--- src/rtl/multicycle_control_unit_if.sv ---
// -----------------------------------------------------------------------------
// multicycle_control_unit_if
// Memory handshake bundle between the multicycle control unit and the memory.
//   mem_req   : control unit -> memory, access request for the current cycle
//   mem_read  : control unit -> memory, request is a read (fetch or load)
//   mem_write : control unit -> memory, request is a write (store)
//   mem_ready : memory -> control unit, completion of the current request
// The control unit uses the master modport, the memory side uses slave.
// -----------------------------------------------------------------------------
interface multicycle_control_unit_if;
    logic mem_req;
    logic mem_read;
    logic mem_write;
    logic mem_ready;

    modport master (
        output mem_req,
        output mem_read,
        output mem_write,
        input  mem_ready
    );

    modport slave (
        input  mem_req,
        input  mem_read,
        input  mem_write,
        output mem_ready
    );
endinterface

--- src/rtl/multicycle_control_unit.sv ---
// -----------------------------------------------------------------------------
// multicycle_control_unit
// Multicycle CPU control FSM: FETCH -> DECODE -> EXECUTE -> (MEM) -> (WB).
// Ports:
//   clk, reset      : clock; synchronous active-high reset
//   opcode          : instruction opcode, latched in DECODE
//   branch_taken    : branch condition from the ALU, used in EXECUTE only
//   mem (master)    : mem_req/mem_read/mem_write out, mem_ready in
//   pc_write, ir_write, mem_to_regs, alu_src, reg_write, branch : strobes
//   alu_operation   : ALU function select, nonzero only in EXECUTE
//   state           : current state encoding
//   trap_cause      : 0 none, 1 illegal opcode, 2 fetch timeout, 3 mem timeout
//   retired         : retired-instruction counter (wraps)
// Strobes are combinational from state, latched opcode, mem_ready and
// branch_taken so that memory completion is acknowledged in the same cycle.
// -----------------------------------------------------------------------------
module multicycle_control_unit #(
    parameter int ALU_OP_W    = 4,
    parameter int MEM_TIMEOUT = 15,
    parameter int CNT_W       = 32
) (
    input  logic                    clk,
    input  logic                    reset,
    input  logic [6:0]              opcode,
    input  logic                    branch_taken,
    multicycle_control_unit_if.master mem,
    output logic                    pc_write,
    output logic                    ir_write,
    output logic                    mem_to_regs,
    output logic                    alu_src,
    output logic                    reg_write,
    output logic                    branch,
    output logic [ALU_OP_W-1:0]     alu_operation,
    output logic [2:0]              state,
    output logic [1:0]              trap_cause,
    output logic [CNT_W-1:0]        retired
);

    typedef enum logic [2:0] {
        ST_FETCH   = 3'd0,
        ST_DECODE  = 3'd1,
        ST_EXECUTE = 3'd2,
        ST_MEM     = 3'd3,
        ST_WB      = 3'd4,
        ST_TRAP    = 3'd5
    } state_t;

    localparam logic [6:0] OP_R      = 7'h33;
    localparam logic [6:0] OP_I      = 7'h13;
    localparam logic [6:0] OP_LOAD   = 7'h03;
    localparam logic [6:0] OP_STORE  = 7'h23;
    localparam logic [6:0] OP_BRANCH = 7'h63;

    // Wide enough to reach MEM_TIMEOUT; with the timeout disabled it may wrap.
    localparam int WAIT_W = (MEM_TIMEOUT > 0) ? $clog2(MEM_TIMEOUT + 1) : 1;

    function automatic logic is_legal(input logic [6:0] op);
        return (op == OP_R) || (op == OP_I) || (op == OP_LOAD) ||
               (op == OP_STORE) || (op == OP_BRANCH);
    endfunction

    state_t               state_q, state_d;
    logic [6:0]           opcode_q, opcode_d;
    logic [1:0]           trap_q, trap_d;
    logic [CNT_W-1:0]     retired_q, retired_d;
    logic [WAIT_W-1:0]    wait_q, wait_d;

    logic pc_write_s, ir_write_s, mem_req_s, mem_write_s, mem_read_s;
    logic mem_to_regs_s, alu_src_s, reg_write_s, branch_s, retire_s;
    logic [ALU_OP_W-1:0] alu_op_s;
    logic timeout_s;

    assign timeout_s = (MEM_TIMEOUT != 0) && (wait_q == WAIT_W'(MEM_TIMEOUT));

    // Next-state, strobe decode and bookkeeping updates.
    always_comb begin
        state_d       = state_q;
        opcode_d      = opcode_q;
        trap_d        = trap_q;
        wait_d        = {WAIT_W{1'b0}};
        retire_s      = 1'b0;
        pc_write_s    = 1'b0;
        ir_write_s    = 1'b0;
        mem_req_s     = 1'b0;
        mem_write_s   = 1'b0;
        mem_read_s    = 1'b0;
        mem_to_regs_s = 1'b0;
        alu_src_s     = 1'b0;
        reg_write_s   = 1'b0;
        branch_s      = 1'b0;
        alu_op_s      = {ALU_OP_W{1'b0}};
        case (state_q)
            ST_FETCH: begin
                mem_req_s  = 1'b1;
                mem_read_s = 1'b1;
                // Completion wins over a timeout in the same cycle.
                if (mem.mem_ready) begin
                    ir_write_s = 1'b1;
                    pc_write_s = 1'b1;
                    state_d    = ST_DECODE;
                end else if (timeout_s) begin
                    state_d = ST_TRAP;
                    trap_d  = 2'd2;
                end else begin
                    wait_d = wait_q + WAIT_W'(1'b1);
                end
            end
            ST_DECODE: begin
                opcode_d = opcode;
                if (is_legal(opcode)) begin
                    state_d = ST_EXECUTE;
                end else begin
                    state_d = ST_TRAP;
                    trap_d  = 2'd1;
                end
            end
            ST_EXECUTE: begin
                case (opcode_q)
                    OP_R: begin
                        alu_op_s = ALU_OP_W'(3'd2);
                        state_d  = ST_WB;
                    end
                    OP_I: begin
                        alu_src_s = 1'b1;
                        alu_op_s  = ALU_OP_W'(3'd2);
                        state_d   = ST_WB;
                    end
                    OP_LOAD, OP_STORE: begin
                        alu_src_s = 1'b1;
                        state_d   = ST_MEM;
                    end
                    OP_BRANCH: begin
                        alu_op_s   = ALU_OP_W'(3'd7);
                        branch_s   = 1'b1;
                        pc_write_s = branch_taken;
                        retire_s   = 1'b1;
                        state_d    = ST_FETCH;
                    end
                    default: begin
                        state_d = ST_FETCH;
                    end
                endcase
            end
            ST_MEM: begin
                mem_req_s   = 1'b1;
                mem_read_s  = (opcode_q == OP_LOAD);
                mem_write_s = (opcode_q == OP_STORE);
                if (mem.mem_ready) begin
                    if (opcode_q == OP_LOAD) begin
                        state_d = ST_WB;
                    end else begin
                        state_d  = ST_FETCH;
                        retire_s = 1'b1;
                    end
                end else if (timeout_s) begin
                    state_d = ST_TRAP;
                    trap_d  = 2'd3;
                end else begin
                    wait_d = wait_q + WAIT_W'(1'b1);
                end
            end
            ST_WB: begin
                reg_write_s   = 1'b1;
                mem_to_regs_s = (opcode_q == OP_LOAD);
                retire_s      = 1'b1;
                state_d       = ST_FETCH;
            end
            ST_TRAP: begin
                state_d = ST_TRAP;
            end
            default: begin
                state_d = ST_FETCH;
            end
        endcase

        if (retire_s) begin
            retired_d = retired_q + CNT_W'(1'b1);
        end else begin
            retired_d = retired_q;
        end
    end

    // State and bookkeeping registers with synchronous reset.
    always_ff @(posedge clk) begin
        if (reset) begin
            state_q   <= ST_FETCH;
            opcode_q  <= 7'h00;
            trap_q    <= 2'd0;
            retired_q <= {CNT_W{1'b0}};
            wait_q    <= {WAIT_W{1'b0}};
        end else begin
            state_q   <= state_d;
            opcode_q  <= opcode_d;
            trap_q    <= trap_d;
            retired_q <= retired_d;
            wait_q    <= wait_d;
        end
    end

    // Output drive; reset forces every strobe and the ALU select low.
    always_comb begin
        if (reset) begin
            pc_write      = 1'b0;
            ir_write      = 1'b0;
            mem.mem_req   = 1'b0;
            mem.mem_write = 1'b0;
            mem.mem_read  = 1'b0;
            mem_to_regs   = 1'b0;
            alu_src       = 1'b0;
            reg_write     = 1'b0;
            branch        = 1'b0;
            alu_operation = {ALU_OP_W{1'b0}};
        end else begin
            pc_write      = pc_write_s;
            ir_write      = ir_write_s;
            mem.mem_req   = mem_req_s;
            mem.mem_write = mem_write_s;
            mem.mem_read  = mem_read_s;
            mem_to_regs   = mem_to_regs_s;
            alu_src       = alu_src_s;
            reg_write     = reg_write_s;
            branch        = branch_s;
            alu_operation = alu_op_s;
        end
    end

    assign state      = state_q;
    assign trap_cause = trap_q;
    assign retired    = retired_q;

endmodule
--- src/flat_wrapper.sv ---
// flat-port wrapper written by rule: the top's interface ports become plain ports
module multicycle_control_unit_flat 
#(
    parameter int ALU_OP_W    = 4,
    parameter int MEM_TIMEOUT = 15,
    parameter int CNT_W       = 32
)
  (clk, reset, opcode, branch_taken, pc_write, ir_write, mem_to_regs, alu_src, reg_write, branch, alu_operation, state, trap_cause, retired, mem_mem_req, mem_mem_read, mem_mem_write, mem_mem_ready);
  multicycle_control_unit_if mem_i ();
  input  logic clk;
  input  logic reset;
  input  logic [6:0] opcode;
  input  logic branch_taken;
  output logic pc_write;
  output logic ir_write;
  output logic mem_to_regs;
  output logic alu_src;
  output logic reg_write;
  output logic branch;
  output logic [ALU_OP_W-1:0] alu_operation;
  output logic [2:0] state;
  output logic [1:0] trap_cause;
  output logic [CNT_W-1:0] retired;
  output wire logic [$bits(mem_i.mem_req)-1:0] mem_mem_req;
  output wire logic [$bits(mem_i.mem_read)-1:0] mem_mem_read;
  output wire logic [$bits(mem_i.mem_write)-1:0] mem_mem_write;
  input wire logic [$bits(mem_i.mem_ready)-1:0] mem_mem_ready;
  assign mem_mem_req = mem_i.mem_req;
  assign mem_mem_read = mem_i.mem_read;
  assign mem_mem_write = mem_i.mem_write;
  assign mem_i.mem_ready = mem_mem_ready;
  multicycle_control_unit #(.ALU_OP_W(ALU_OP_W), .MEM_TIMEOUT(MEM_TIMEOUT), .CNT_W(CNT_W)) u_core (.clk(clk), .reset(reset), .opcode(opcode), .branch_taken(branch_taken), .mem(mem_i), .pc_write(pc_write), .ir_write(ir_write), .mem_to_regs(mem_to_regs), .alu_src(alu_src), .reg_write(reg_write), .branch(branch), .alu_operation(alu_operation), .state(state), .trap_cause(trap_cause), .retired(retired));
endmodule
--- config.mk ---
export PLATFORM = sky130hd
export DESIGN_NAME = multicycle_control_unit_flat
export DESIGN_NICKNAME = d
export VERILOG_FILES = /design/src/rtl/multicycle_control_unit_if.sv /design/src/rtl/multicycle_control_unit.sv /design/src/flat_wrapper.sv
export SDC_FILE = /design/constraint.sdc
export NUM_CORES = 1
export LEC_CHECK = 0
export CORE_MARGIN = 5
export CORE_UTILIZATION = 35
export CTS_CLUSTER_DIAMETER = 60
export DETAILED_ROUTE_END_ITERATION = 10
export PLACE_DENSITY = 0.69
export SYNTH_ARGS = -nofsm -noshare
export SYNTH_HDL_FRONTEND = slang
export SYNTH_SLANG_ARGS = --single-unit
--- constraint.sdc ---
create_clock -name clk -period 2.7 [get_ports clk]
set_clock_uncertainty 0.2 [all_clocks]
set_input_delay 0.81 -clock clk [delete_from_list [all_inputs] [get_ports clk]]
set_output_delay 0.81 -clock clk [all_outputs]
set_load 0.02 [all_outputs]
Yosys cells after proc, flatten, opt, wreduce, memory -nomap -nowiden --
Cells that the tools add are included. Widths: inputs -> output; s select.
Operators by class: bitwise gates (word level) 1, divide/modulo/power cells 0, shift-type cells 0, reduce and logical (&&, ||, !) cells 12, equality and inequality tests 21, multiply operators 0, add/sub/neg operators 2, $lt $le $gt $ge 0, mux-type cells 41
Operator list (count):
- $add 32x1->32 const B | 1
- $eq 7x6->1 const B | 4
- $mux 1 | 22
- $mux 3 | 5
- $pmux 3 s5 | 1
- $eq 7x2->1 const B | 2
- $eq 7x5->1 const B | 2
- $eq 7x7->1 const B | 2
- $pmux 3 s2 | 2
- $mux 2 | 5
- $mux 4 | 2
- $eq 3x2->1 const B | 2
- $eq 3x3->1 const B | 2
- $ne 2x2->1 const B | 3
- $pmux 2 s3 | 1
- $reduce_and 6->1 | 1
- $reduce_or 2->1 | 3
- $add 4x1->4 const B | 1
- $eq 4x4->1 const B | 1
- $logic_or 1x1->1 | 4
- $ne 2x1->1 const B | 2
- $pmux 1 s2 | 2
- $reduce_or 4->1 | 1
- $eq 3x1->1 const B | 1
- 5 further kinds | 5
Storage, ports and cells: word-level logic and storage cells 82, ROM bits 0, RAM bits 0, bits in latches 0, register bits 48, input port bits 11, output and inout port bits 50, memories kept 0

Depth between registers and ports, before layout --
word-level depth 7, gate-level depth with buffers 7, depth with buffers taken out 6

Worst setup path after synthesis --
No wires, ideal clock.
path kind input -> output, start point input reset, end point output mem_mem_read, path buffers 1, arrival time 2214 ps, stages on the path 3, required time 1690 ps, setup slack -524 ps, path through clkbuf_1 -> nor3_1 -> a21boi_0
Between the ends: longest elaborated chain between the ends 1
Ends and longest elaborated chain:
- start: declaration | RTL line flat_wrapper.sv:11 | input logic reset;
- $mux 1 | RTL line multicycle_control_unit.sv:202 | if (reset) begin
- end: declaration | RTL line flat_wrapper.sv:25 | output wire logic [$bits(mem_i.mem_read)-1:0] mem_mem_read;
Every way passes these cells.

Final worst setup path --
Ends and elaborated chain as after synthesis.

==> PnR_summary.wiki <==
{| class="wikitable"
! Metric !! Value
|-
| Post-Synthesis Cell Area || 2641 µm²
|-
| Routed via count || 2513
|-
| Crit Path Max Fanout || 7
|-
| Share of the core filled with cells || 0.5062
|-
| Final RePlAce weighted congestion || 0.8305
|-
| Critical Path Slowest Stage Cell || sky130_fd_sc_hd__clkdlybuf4s15_2
|-
| Number of buffer and inverter instances along the worst setup path || 2
|-
| Total length of routed wires || 6926 µm
|-
| Final worst path period share || 0.9783
|-
| Peak supply drop || 0.0001596 V
|-
| CTS root buf || sky130_fd_sc_hd__clkbuf_8
|-
| Setup Viol. Count Final || 0
|-
| Post-synthesis async set-or-reset flop share || 0
|-
| Slew Viols, Final || 0
|-
| Largest family of logic cells by synthesized area || simple AND/OR/NAND/NOR gates
|-
| TritonCTS Buffers || 5
|-
| Met2 track demand over resource || 0.2452
|-
| Count of flip-flops with a built-in enable after synthesis || 0
|-
| Kind of launch point of the worst setup path || input port
|-
| Most instantiated library cell after synthesis || sky130_fd_sc_hd__dfxtp_1
|-
| Number of core rows || 31
|-
| Leading post-synthesis cells by cell area || sky130_fd_sc_hd__dfxtp_1 36%, sky130_fd_sc_hd__xnor2_1 8.0%, sky130_fd_sc_hd__nor2_1 5.8%, sky130_fd_sc_hd__a2111oi_2 5.7%, sky130_fd_sc_hd__a21oi_1 3.6%
|-
| Post-CTS Repair Setup Buffers || 0
|-
| Final hold violations || 0
|-
| Category of cells accounting for the largest share of critical-path delay || buffers and inverters
|-
| Vias in the first global route || 2463
|-
| Largest net degree at the start of global routing || 46
|-
| Fin crit period || 2.642 ns
|-
| Min-Delay Path Class || reg2reg
|-
| Layout cells sized above 1 || 0.2310
|-
| Synth warnings || 0
|-
| Core Region || 7292 µm²
|-
| Number of top-level pins || 61
|-
| Share of the synthesized area in compound gates (AO/OA/AOI/OAI) || 0.1990
|-
| Initial DRC count || 66
|-
| Post-synthesis register bit count || 48
|-
| Growth of design area from synthesis to finish || 39.74%
|-
| Clock tree from TritonCTS || yes
|-
| Post-route antenna net violation count || 0
|-
| Global-route wire length before repair || 11740 µm
|-
| Total inserted antenna cells || 0
|-
| Overall die height || 96.87 µm
|-
| Arithmetic-cell share of the synthesized area counting full adders, half adders and majority gates || 0.009474
|-
| Cell-by-cell trace of the critical path || buf_2, nor3_2, a21boi_2, clkdlybuf4s15_2
|-
| Final Net Count || 406
|-
| Arrival time reported for the critical path endpoint || 1.63 ns
|-
| Die W || 96.87 µm
|-
| Post-Layout Cell Count || 493
|-
| Setup TNS Final || 0 ns
|-
| Dominant synthesized flop cell || sky130_fd_sc_hd__dfxtp_1
|-
| Final HPWL from detailed placement || 5162 µm
|-
| Total track usage || 0.1470
|-
| Die Outline Area || 9384 µm²
|-
| Number of vias per cell || 5.097
|-
| Post-synthesis cell type count || 54
|-
| Number of design rule violations left after detail routing || 0
|-
| Source-to-sink clock delay at the later pin of the worst-skew pair || 0.31 ns
|-
| Leak || 0.001315 µW
|-
| Starting utilization of the core area || 0.3622
|-
| Unrepaired setup endpoints after global routing || false
|-
| Share of synthesized cell area in and, or, nand and nor gates || 0.2662
|-
| Worst hold slack after final layout || 0.2537 ns
|-
| GR Layer Usage met1 || 0.1850
|-
| Crit end category || output pin
|-
| Slowest cell delay on critical path || 0.27 ns
|-
| Max-cap viol count || 0
|-
| Xor and xnor fraction of the mapped netlist area || 0.09285
|-
| Deepest level of the CTS H-tree || 2
|-
| Sequential element share of the synthesized area || 0.3638
|-
| Total nets after synthesis || 324
|-
| Routed wire length per instance || 14.05 µm
|-
| Met3 routing resource usage after global routing || 0.03957
|-
| Outcome || completed
|-
| Power density relative to cell area || 392.5 nW/µm²
|-
| Clock transition at the register clock pins on the worst setup and hold paths after CTS || 0.08 ns
|-
| CTS sink count || 48
|-
| Antenna violations before repair || 0
|-
| DRT Pass-1 Iters || 4
|-
| Area share of the largest cell type after synthesis || 0.3638
|-
| Number of buffers between clock root and the deepest sink || 2
|-
| CTS hold repair buffers || 0
|-
| Required time of the worst setup path || 1.69 ns
|-
| Post-synthesis cell type with the largest combined area || sky130_fd_sc_hd__dfxtp_1
|-
| Top cells by count, synth || 48 x sky130_fd_sc_hd__dfxtp_1, 41 x sky130_fd_sc_hd__nor2_1, 24 x sky130_fd_sc_hd__nand2_1, 24 x sky130_fd_sc_hd__xnor2_1, 19 x sky130_fd_sc_hd__a21oi_1
|-
| Setup CP Type || in2out
|-
| Port Buffer Count || 59
|-
| Global route hottest layer || met2
|-
| Placed cell count || 485
|-
| Total gr overflow || 0
|-
| Syn Area/Cell || 8.493 µm²
|-
| Number of instances in the synthesized netlist || 311
|-
| Overall power consumption || 1449 µW
|-
| Max Clk Rate || 0.3786 GHz
|-
| Multiplexer share of the synthesized area || 0.01658
|}
## cell type report
type / count / area, µm²
inverters: 7 / 26.28
flip-flops and latches: 48 / 960.9
repair buffers: 97 / 843.3
multi-input cells: 234 / 1629
clock buffers: 6 / 72.57
well taps: 99 / 123.9
clock inverters: 2 / 35.03
fillers: 728 / 3601
## state kept, by name (all words and copies together), names as in the netlist
| signal | flops |
|---|---|
| u_core.trap_cause | 2 |
| u_core.retired | 32 |
| u_core.state | 3 |
| u_core.wait_q | 4 |
| u_core.opcode_q | 7 |
## per-stage QoR
stage | worst slack [ns] | instance area [µm²]
5_1_grt | 0.002450 | 3691
2_1_floorplan | -0.07790 | 2706
6_report | 0.05846 | 3691
4_1_cts | 0.0002220 | 3719
3_3_place_gp | -0.6722 | 3622
3_5_place_dp | -0.7291 | 3622
## where the power goes
part | switching (µW) | internal [µW]
registers | 10.9 | 721
logic | 103 | 92.5
clock network | 246 | 275
## worst paths after layout
path                            slack (ns)                         from  cells after the start                              end
worst max-delay path                  0.06                        reset                      4                     mem_mem_read
worst min-delay path                  0.25  u_core.wait_q[0]$_SDFF_PP0_                      1      u_core.wait_q[0]$_SDFF_PP0_
worst max register to register        0.33   u_core.state[2]$_SDFF_PP0_                      8  u_core.retired[18]$_SDFFE_PP0P_
worst min register to register        0.25  u_core.wait_q[0]$_SDFF_PP0_                      1      u_core.wait_q[0]$_SDFF_PP0_
## cell usage in the layout (no fill, tap or decap), types with 5 or more instances in the layout
cell type                          n
sky130_fd_sc_hd__and3_1            6
sky130_fd_sc_hd__o21ai_0           7
sky130_fd_sc_hd__xnor2_1          24
sky130_fd_sc_hd__buf_2             8
sky130_fd_sc_hd__dfxtp_1          48
sky130_fd_sc_hd__nand4_1          10
sky130_fd_sc_hd__nor2_1           41
sky130_fd_sc_hd__a21oi_1          19
sky130_fd_sc_hd__buf_4            36
sky130_fd_sc_hd__nand3_1          11
sky130_fd_sc_hd__nand2_1          22
sky130_fd_sc_hd__clkbuf_8          5
sky130_fd_sc_hd__clkdlybuf4s50_1  45
sky130_fd_sc_hd__a211oi_1          7
sky130_fd_sc_hd__and2_1            8
sky130_fd_sc_hd__inv_1             6
sky130_fd_sc_hd__a2111oi_2        10
## logic make-up (layout without fill, tap and decap cells)
logic type / count (synthesis) / in the layout
AND/OR/NAND/NOR: 133 / 133
multiplexers: 4 / 4
XOR/XNOR: 28 / 28
adder cells (fa/ha/maj): 2 / 2
flip-flops: 48 / 48
buffers and inverters: 29 / 112
AO/OA/AOI/OAI: 66 / 66
other: 1 / 1
## layer usage
layer  share of wire  vias up
li1                -     1276
met1            0.47     1164
met2            0.47       64
met3           0.046        9
met4           0.013        0
met5               0        -
## repair_timing
action                     in CTS  in global routing
pin swaps                       1                  3
setup endpoints to repair      12                 11
resized for setup              41                 14
Note: power is estimated with default switching activity, not from simulation.
